File: src/rtl/msg_redun_check.sv
//------------------------------------------------------------------------------
// msg_redun_check
//
// Receive stage for messages laid out as {red, src, dst, dat} (MSB..LSB).
// Each accepted message spends one cycle in a check register, where its
// redundancy field is recomputed by calc_redun and compared with the received
// one. Good messages go into a small first-word-fall-through FIFO and are
// offered downstream over valid/ready. Bad messages are dropped and counted.
//
// Optional feature macro: NS_REDUN_CHK_PASS_BAD_EN
//   When defined, bad messages are queued as well. Each FIFO entry carries a
//   sideband bit that appears on o_bad alongside o_msg. The error counter and
//   the error flag still update.
//
// Ports:
//   i_clk      clock
//   reset      synchronous reset, active-high
//   i_msg      input message {red, src, dst, dat}
//   i_vld      input message valid
//   o_rdy      input ready; a transfer happens when i_vld && o_rdy at posedge
//   o_msg      FIFO head message, passed through unchanged (red included)
//   o_vld      FIFO non-empty
//   i_rdy      downstream ready; the FIFO pops when o_vld && i_rdy
//   o_err_cnt  saturating count of bad messages
//   o_err_flag sticky flag, set by any bad message since the last clear
//   i_err_clr  clears o_err_cnt and o_err_flag
//   o_full     FIFO holds DEPTH entries
//   o_bad      (feature only) head entry failed its redundancy check
//------------------------------------------------------------------------------
`timescale 1ns/1ps

`ifndef NS_ADDRESS_SIZE
`define NS_ADDRESS_SIZE 4
`endif
`ifndef NS_DATA_SIZE
`define NS_DATA_SIZE 8
`endif
`ifndef NS_REDUN_SIZE
`define NS_REDUN_SIZE 4
`endif

// calc_redun: redundancy generator shared with the message source. Bit i of
// {src, dst, dat} is folded by XOR into redundancy bit (i mod RSZ).
module calc_redun #(
  parameter int ASZ = `NS_ADDRESS_SIZE,
  parameter int DSZ = `NS_DATA_SIZE,
  parameter int RSZ = `NS_REDUN_SIZE
) (
  input  logic [ASZ-1:0] i_src,
  input  logic [ASZ-1:0] i_dst,
  input  logic [DSZ-1:0] i_dat,
  output logic [RSZ-1:0] o_red
);
  localparam int WSZ = 2*ASZ + DSZ;

  logic [WSZ-1:0] w_all;

  assign w_all = {i_src, i_dst, i_dat};

  // XOR-fold the payload down to RSZ bits
  always_comb begin
    o_red = '0;
    for (int r = 0; r < RSZ; r++) begin
      for (int j = r; j < WSZ; j += RSZ) begin
        o_red[r] = o_red[r] ^ w_all[j];
      end
    end
  end
endmodule

module msg_redun_check #(
  parameter  int ASZ = `NS_ADDRESS_SIZE,
  parameter  int DSZ = `NS_DATA_SIZE,
  parameter  int RSZ = `NS_REDUN_SIZE,
  parameter  int FSZ = 2,
  parameter  int ESZ = 8,
  localparam int MSZ = RSZ + 2*ASZ + DSZ
) (
  input  logic           i_clk,
  input  logic           reset,
  input  logic [MSZ-1:0] i_msg,
  input  logic           i_vld,
  output logic           o_rdy,
  output logic [MSZ-1:0] o_msg,
  output logic           o_vld,
  input  logic           i_rdy,
  output logic [ESZ-1:0] o_err_cnt,
  output logic           o_err_flag,
  input  logic           i_err_clr,
  output logic           o_full
`ifdef NS_REDUN_CHK_PASS_BAD_EN
  ,
  output logic           o_bad
`endif
);
  localparam int             DEPTH     = 1 << FSZ;
  localparam logic [FSZ+1:0] DEPTH_OCC = (FSZ+2)'(DEPTH);
  localparam logic [FSZ:0]   DEPTH_CNT = (FSZ+1)'(DEPTH);

  logic [MSZ-1:0] r_s1_msg;
  logic           r_s1_vld;
  logic [MSZ-1:0] r_mem [DEPTH];
  logic [FSZ-1:0] r_wr_ptr;
  logic [FSZ-1:0] r_rd_ptr;
  logic [FSZ:0]   r_count;
  logic [ESZ-1:0] r_err_cnt;
  logic           r_err_flag;

  logic [RSZ-1:0] w_s1_red;
  logic [ASZ-1:0] w_s1_src;
  logic [ASZ-1:0] w_s1_dst;
  logic [DSZ-1:0] w_s1_dat;
  logic [RSZ-1:0] w_calc_red;
  logic           w_mismatch;
  logic           w_bad;
  logic           w_push;
  logic           w_pop;
  logic           w_xfer;
  logic [FSZ+1:0] w_occ;

  assign w_s1_red = r_s1_msg[MSZ-1 -: RSZ];
  assign w_s1_src = r_s1_msg[2*ASZ+DSZ-1 -: ASZ];
  assign w_s1_dst = r_s1_msg[ASZ+DSZ-1 -: ASZ];
  assign w_s1_dat = r_s1_msg[DSZ-1:0];

  calc_redun #(
    .ASZ (ASZ),
    .DSZ (DSZ),
    .RSZ (RSZ)
  ) u_calc_redun (
    .i_src (w_s1_src),
    .i_dst (w_s1_dst),
    .i_dat (w_s1_dat),
    .o_red (w_calc_red)
  );

  assign w_mismatch = (w_calc_red != w_s1_red);
  assign w_bad      = r_s1_vld & w_mismatch;
`ifdef NS_REDUN_CHK_PASS_BAD_EN
  assign w_push     = r_s1_vld;
`else
  assign w_push     = r_s1_vld & ~w_mismatch;
`endif
  assign w_pop      = (r_count != '0) & i_rdy;

  // Counting the message already in the check stage reserves a FIFO slot for
  // it, so a push never meets a full FIFO and no stall path is needed.
  assign w_occ  = {1'b0, r_count} + {{(FSZ+1){1'b0}}, r_s1_vld};
  assign o_rdy  = (w_occ < DEPTH_OCC);
  assign w_xfer = i_vld & o_rdy;

  // The check stage holds a message for exactly one cycle
  always_ff @(posedge i_clk) begin
    if (reset) begin
      r_s1_vld <= 1'b0;
    end else begin
      r_s1_vld <= w_xfer;
    end
  end

  always_ff @(posedge i_clk) begin
    if (w_xfer) begin
      r_s1_msg <= i_msg;
    end
  end

  // FIFO storage carries no reset; the pointers and count define validity
  always_ff @(posedge i_clk) begin
    if (!reset && w_push) begin
      r_mem[r_wr_ptr] <= r_s1_msg;
    end
  end

  // Pointers wrap naturally; a separate count distinguishes full from empty
  always_ff @(posedge i_clk) begin
    if (reset) begin
      r_wr_ptr <= '0;
      r_rd_ptr <= '0;
      r_count  <= '0;
    end else begin
      if (w_push) r_wr_ptr <= r_wr_ptr + 1'b1;
      if (w_pop)  r_rd_ptr <= r_rd_ptr + 1'b1;
      case ({w_push, w_pop})
        2'b10:   r_count <= r_count + 1'b1;
        2'b01:   r_count <= r_count - 1'b1;
        default: r_count <= r_count;
      endcase
    end
  end

  // A bad message checked on the same edge as a clear still counts, so the
  // counter restarts at 1 and the flag stays set
  always_ff @(posedge i_clk) begin
    if (reset) begin
      r_err_cnt  <= '0;
      r_err_flag <= 1'b0;
    end else if (w_bad) begin
      r_err_flag <= 1'b1;
      if (i_err_clr) begin
        r_err_cnt <= ESZ'(1);
      end else if (r_err_cnt != '1) begin
        r_err_cnt <= r_err_cnt + 1'b1;
      end
    end else if (i_err_clr) begin
      r_err_cnt  <= '0;
      r_err_flag <= 1'b0;
    end
  end

`ifdef NS_REDUN_CHK_PASS_BAD_EN
  logic r_bad_mem [DEPTH];

  always_ff @(posedge i_clk) begin
    if (!reset && w_push) begin
      r_bad_mem[r_wr_ptr] <= w_mismatch;
    end
  end

  assign o_bad = r_bad_mem[r_rd_ptr];
`endif

  assign o_msg      = r_mem[r_rd_ptr];
  assign o_vld      = (r_count != '0);
  assign o_full     = (r_count == DEPTH_CNT);
  assign o_err_cnt  = r_err_cnt;
  assign o_err_flag = r_err_flag;
endmodule

File: config.mk
export PLATFORM = sky130hd
export DESIGN_NAME = msg_redun_check
export DESIGN_NICKNAME = d
export VERILOG_FILES = /design/src/rtl/msg_redun_check.sv
export SDC_FILE = /design/constraint.sdc
export NUM_CORES = 1
export LEC_CHECK = 0
export BUFFER_PORTS_ARGS = -buffer_cell sky130_fd_sc_hd__buf_2
export CAP_MARGIN = 40
export CORE_MARGIN = 10
export CORE_UTILIZATION = 30
export DETAILED_ROUTE_END_ITERATION = 8
export PLACE_DENSITY = 0.46
export SETUP_SLACK_MARGIN = 0.2
export SKIP_LAST_GASP = 1
export SLEW_MARGIN = 20
export SYNTH_ARGS = -nofsm -noshare
export SYNTH_HDL_FRONTEND = slang
export SYNTH_HIERARCHICAL = 1
export SYNTH_SLANG_ARGS = --single-unit
File: constraint.sdc
create_clock -name i_clk -period 3.88 [get_ports i_clk]
set_input_delay 0.776 -clock i_clk [delete_from_list [all_inputs] [get_ports i_clk]]
set_output_delay 0.776 -clock i_clk [all_outputs]
set_load 0.03 [all_outputs]
==> results of run 1 <==
cell usage after synthesis (4+ instances only):
library cell,n
xor2_1,11
edfxtp_1,100
xnor2_1,9
o21ai_0,8
or3_1,7
nand2_1,8
mux4_2,20
a21oi_1,8
nor2_1,8
clkbuf_1,4
inv_1,7
nor3b_1,4
ha_1,6
dfxtp_1,19
per-stage QoR:
| step | cell area (um2) | power (mW) |
|---|---|---|
| after global routing | 5751 | 3.220 |
| after detailed placement | 5185 | 1.624 |
| after floorplan | 4608 | 1.562 |
| after CTS | 5751 | 3.144 |
| after global placement | 5174 | 1.622 |
| final | 5751 | 3.106 |
state kept, by name, summed over array words and instances, names as in the netlist, named ones only:
register and count:
r_mem 80, r_wr_ptr 2, o_err_cnt 8, o_err_flag 1, r_s1_vld 1, r_s1_msg 20, r_rd_ptr 2, r_count 3
per-layer routing:
metal	vias up	wire length, um	track usage (%)
met5	-	0	0
met4	0	144	4.191
met3	15	660	4.587
met2	75	4347	14.20
met1	1230	4571	12.56
li1	1157	-	-
worst max-delay path, cell delays in order (launching register included):
cell      delay (ns)
edfxtp_1        0.45
xor2_1          0.20
xnor2_1         0.20
xor2_1          0.33
nor4_1          0.12
buf_4           0.19
and2_1          0.19
inv_2           0.12
ha_1            0.21
inv_1           0.06
fa_1            0.37
xor2_1          0.16
or3_1           0.31
a21oi_1         0.14
power by group:
| part | switching [mW] | internal [mW] |
|---|---|---|
| combinational | 0.0962 | 0.0639 |
| clock | 0.525 | 0.987 |
| sequential | 0.0245 | 1.41 |
| total | 0.645 | 2.46 |
worst max-delay path by stage:
stage / start / end / slack (ns) / cells after the start
CTS: r_s1_msg[0] / r_count[2] / 0.72 / 13
global placement: r_s1_msg[0] / r_count[2] / 0.82 / 13
global route: r_s1_msg[1] / r_count[2] / 0.54 / 13
floorplan: r_s1_msg[9] / r_mem[1][0] / 0.46 / 7
detailed placement: r_s1_msg[0] / r_count[2] / 0.77 / 13
finish: r_s1_msg[9] / r_count[2] / 0.77 / 13
cell families (layout without fill, tap and decap cells):
family	count (synthesis)	count (layout)	synth area share [%]
flip-flops	119	119	73.42
XOR/XNOR	20	20	3.801
multiplexers	21	21	9.992
AO/OA/AOI/OAI	26	26	3.557
AND/OR/NAND/NOR	47	47	5.865
buffers and inverters	15	103	1.303
adder cells (fa/ha/maj)	7	7	2.064
layout make-up:
| type | count | area [um2] |
|---|---|---|
| well taps | 188 | 235.2 |
| fillers | 1393 | 9395 |
| repair buffers | 65 | 351.6 |
| clock inverters | 12 | 136.4 |
| clock buffers | 18 | 429.2 |
| flip-flops and latches | 119 | 3383 |
| inverters | 8 | 30.03 |
| multi-input cells | 121 | 1185 |
==> metrics.cfg, run 1 <==
[clocking]
htreeDepth = 4
cts_buffer_depth = 2
tritoncts = yes
clk_latency_ns = 0.41
holdBufCountCts = 0
clk_pin_slew_ns = 0.05
post_cts_buffers = 0
numCtsBuffers = 17
cts_root_buf = clkbuf_16
cts_resized = 0
clock_sinks = 119

[drt]
vias_per_cell = 4.665
dr.pass1.iters = 4
drc = 0
num_vias = 2477
wire_per_inst_um = 18.31
routed_wl_mm = 9.723
drt_iter0_markers = 196
antenna_left = 0

[min_path]
hold_end = o_err_flag
min_path_cells = 2
hp-start = o_err_flag
hold_path.class = register to register

[placed_design]
dp_cells = 501
place_congestion = 0.7987
io_buffer_count = 56
place_ws_ns = 0.7678
place_hpwl_mm = 6.090

[yosys]
yosysSeqAreaShare_pct = 73.42
netlist_top_cells_area = edfxtp_1 (65%), mux4_2 (9.8%), dfxtp_1 (8.3%), xor2_1 (2.1%), xnor2_1 (1.7%)
synth_cell_types = 38
synth_nets = 287
synth_area_um2 = 4608
synth_flop_cell = edfxtp_1
synth_cells = 255
syn_avg_cell_area_um2 = 18.07
yosysTopAreaCellShare_pct = 65.16
synth-edff-count = 100
yosys_warnings = 6
synth-seq-cells = 119
yosysTopAreaCell = edfxtp_1
async_flop_share_pct = 0

[timing]
drv_slew = 0
finalSetupViolCount = 0
period_needed_ns = 3.107
worst_slew_pin_slew_ns = 0.8763
fmax_mhz = 321.9
slew_headroom_pct = 40.94
whs_ns = 0.4562
hold_viol = 0
rsz0062_at_grt = no
period_share_pct = 80.08
fin_skew_ns = 0.005998
fin_ws_ns = 0.7731
tns_ns = 0

[critical_path]
worst-setup-path-type = register to register
cp-start-kind = register
r2r_setup_slack_ns = 0.77
arrival_ns = 3.45
rr_worst_depth = 13
cp_data_required_time_ns = 4.23
reg2reg_to = r_count[2]
endpoint_kind = register
path_max_fanout = 11
timing.rr.start = r_s1_msg[9]

[floorplanning]
num_rows = 45
die_w_um = 143.9
chipHeight_um = 143.9
pin_count = 57
initial_utilization_pct = 30.43
core_um2 = 15150
dieArea_um2 = 20720

[layout]
drive_above_1_share_pct = 34.69
stdcell_count = 531
syn_to_final_growth_pct = 24.79
fin_util_pct = 37.97
layout_commonest_cell = edfxtp_1
insertedDiodeCount = 0
final_cell_mix = edfxtp_1 (100), buf_2 (56), mux4_2 (20)
nets = 364

[global_route]
grt_overflow = 0
grt_pass1_wl_mm = 14.77
grt_antenna_before_repair = 0
grt_usage_pct = 9.910
grt_max_degree = 21
grt_pass1_vias = 2590

[outcome]
status = completed

[pwr]
leakage_nw = 1.941
power.density_nw_per_um2 = 540.2
vdd_drop_max_mv = 0.3048

[flow_run]
cap_viol_max_count = 0

Note: power is estimated with default switching activity, not from simulation.
==> inputs of run 2 (changes only) <==
--- a/config.mk
+++ b/config.mk
@@ -10,7 +10,7 @@
 export CORE_MARGIN = 10
 export CORE_UTILIZATION = 30
 export DETAILED_ROUTE_END_ITERATION = 8
-export PLACE_DENSITY = 0.46
+export PLACE_DENSITY = 0.47
 export SETUP_SLACK_MARGIN = 0.2
 export SKIP_LAST_GASP = 1
 export SLEW_MARGIN = 20
==> constraint.sdc (replaced) <==
create_clock -name i_clk -period 2.55 [get_ports i_clk]
set_input_delay 0.51 -clock i_clk [delete_from_list [all_inputs] [get_ports i_clk]]
set_output_delay 0.51 -clock i_clk [all_outputs]
set_load 0.03 [all_outputs]
==> run 2 against run 1 <==
Net effect: final cell count rose by 7.5%; sequential power grew 52%; clock power is 40% higher; first-iteration DRC count down 40%; wire length rose by 8.7%; the run now ends with setup timing left; utilization up 3.4 points; largest cell class unchanged; largest power group is now sequential cells; critical path depth is 3 lower; critical path type unchanged.
==> metrics.cfg, run 2 (same netlist as run 1, synthesis figures left out) <==
[placed_design]
placed_cell_area_um2 = 5436  ; +4.9%
place_congestion = 0.8445  ; +5.7%
dp_cells = 521  ; +4.0%
place_hpwl_mm = 6.440  ; +5.8%
io_buffer_count = 56  ; unchanged

[global_route]
grt_usage_pct = 10.41  ; +0.50 points
grt_overflow = 0  ; unchanged
grt_antenna_before_repair = 0  ; unchanged
grt_max_degree = 22  ; +4.8%
grt_pass1_vias = 2771  ; +7.0%
grt_pass1_wl_mm = 15.74  ; +6.5%

[floorplanning]
dieArea_um2 = 20720  ; unchanged
num_rows = 45  ; unchanged
die_w_um = 143.9  ; unchanged
pin_count = 57  ; unchanged
initial_utilization_pct = 30.43  ; unchanged
core_um2 = 15150  ; unchanged
chipHeight_um = 143.9  ; unchanged

[drt]
dr.pass1.iters = 4  ; unchanged
routed_wl_mm = 10.57  ; +8.7%
vias_per_cell = 4.636  ; -0.62%
num_vias = 2647  ; +6.9%
wire_per_inst_um = 18.51  ; +1.1%
drt_iter0_markers = 118  ; -40%
drc = 0  ; unchanged
antenna_left = 0  ; unchanged

[layout]
stdcell_count = 571  ; +7.5%
largest_reg_flops = 80  ; unchanged
regMostFlops = r_mem
layout_commonest_cell = edfxtp_1
drive_above_1_share_pct = 44.65  ; +10 points
fillers = 1380  ; -0.93%
final_cell_mix = edfxtp_1 (100), buf_2 (56), buf_4 (35)
nets = 404  ; +11%
fin_area_um2 = 6269  ; +9.0%
insertedDiodeCount = 0  ; unchanged
syn_to_final_growth_pct = 36.03

[clocking]
cts_buffer_depth = 2  ; unchanged
numCtsBuffers = 17  ; unchanged
clk_latency_ns = 0.41  ; about the same
tritoncts = yes
clk_pin_slew_ns = 0.06  ; about the same
htreeDepth = 4  ; unchanged
cts_root_buf = clkbuf_16
clock_sinks = 119  ; unchanged

[outcome]
status = finished with violations
violations = setup timing

[timing]
finalSetupViolCount = 49  ; +49
fin_ws_ns = -0.08840  ; -0.8615 ns
worst_slew_pin_slew_ns = 0.5038  ; -0.3725 ns
fin_skew_ns = 0.005947  ; -0.00005140 ns
period_needed_ns = 2.638  ; -0.4685 ns
slew_headroom_pct = 66.06  ; +25 points
period_share_pct = 103.5  ; +23 points
rsz0062_at_grt = yes
fmax_mhz = 379.0  ; +18%
drv_slew = 0  ; unchanged
hold_viol = 0  ; unchanged

[pwr]
leakage_nw = 2.215  ; +14%
vdd_drop_max_mv = 0.4326  ; +42%
p_total_mw = 4.678  ; +51%
power.density_nw_per_um2 = 746.3  ; +38%

[critical_path]
path_max_fanout = 10  ; -1
cp_data_required_time_ns = 2.67  ; -1.56 ns
endpoint_kind = register
arrival_ns = 2.76  ; -0.69 ns
worst-setup-path-type = register to register
cp-start-kind = register

[min_path]
hold_path.class = primary input to register

[flow_run]
cap_viol_max_count = 0  ; unchanged

==> run 2: changes by cell type in the layout (fill, tap and decap cells not counted), sizes merged <==
cell    change
bufinv      -2
buf        +36
clkinv      +1
clkbuf      +5
==> run 2: stage by stage <==
| step | util [%] | setup TNS, ns | worst slack, ns | hold WS, ns |
|---|---|---|---|---|
| 3_3_place_gp | 35.89 | -6.060 | -0.1497 | 0.4425 |
| 4_1_cts | 40.11 | -0.1317 | -0.06370 | 0.2507 |
| 3_5_place_dp | 35.89 | -5.472 | -0.1595 | 0.4540 |
| 2_1_floorplan | - | 0 | 0.03492 | 0.4847 |
| 5_1_grt | 41.39 | -9.096 | -0.2202 | 0.2515 |
| 6_report | 41.39 | -2.120 | -0.08840 | 0.2742 |
==> run 2: what timing repair did <==
item	CTS	global route
cloned	0	5
hold buffers	0	0
resized for setup	9	5
endpoints found under the hold margin	0	0
endpoints found under the setup margin	83	86
setup buffers	8	7
pin swaps	7	7
==> run 2: final cells by class <==
class / instances / area [um2] / area share (%)
sequential: 119 / 3383 / 53.97
multi-input combinational: 121 / 1286 / 20.52
timing repair buffer: 105 / 812.0 / 12.95
clock buffer: 19 / 432.9 / 6.906
tap: 188 / 235.2 / 3.753
clock inverter: 11 / 86.33 / 1.377
inverter: 8 / 32.53 / 0.5190
==> run 2: report_power, final <==
part / internal, mW / total (mW) / switching (mW)
clock: 1.31 / 2.12 / 0.811
combinational: 0.188 / 0.383 / 0.195
sequential: 2.14 / 2.17 / 0.0302
total: 3.64 / 4.68 / 1.04
==> run 2: path summary, 6_finish.rpt <==
| check | slack (ns) | depth (start not counted) | from | end |
|---|---|---|---|---|
| setup / recovery | -0.09 | 10 | r_s1_msg[7] | r_mem[3][3] |
| hold reg to reg | 0.46 | 2 | o_err_flag | o_err_flag |
| setup reg to reg | -0.09 | 10 | r_s1_msg[7] | r_mem[3][3] |
| hold / removal | 0.27 | 1 | i_msg[7] | r_s1_msg[7] |
==> run 2: worst max-delay path, stage by stage, from the launching register on <==
cell       delay, ns
edfxtp_1        0.44
xnor2_2         0.17
xnor2_1         0.14
xor2_1          0.16
buf_4           0.16
nor4_4          0.30
and2_4          0.20
inv_4           0.04
buf_4           0.16
nor3b_4         0.33
clkbuf_16       0.24
==> run 2: per-layer routing <==
layer / vias up / GRT usage, % / routed length, um
met5: - / 0 / 0
met4: 0 / 4.352 / 125
met3: 10 / 4.488 / 788
met2: 91 / 15.63 / 5053
met1: 1299 / 12.82 / 4600
li1: 1247 / - / -
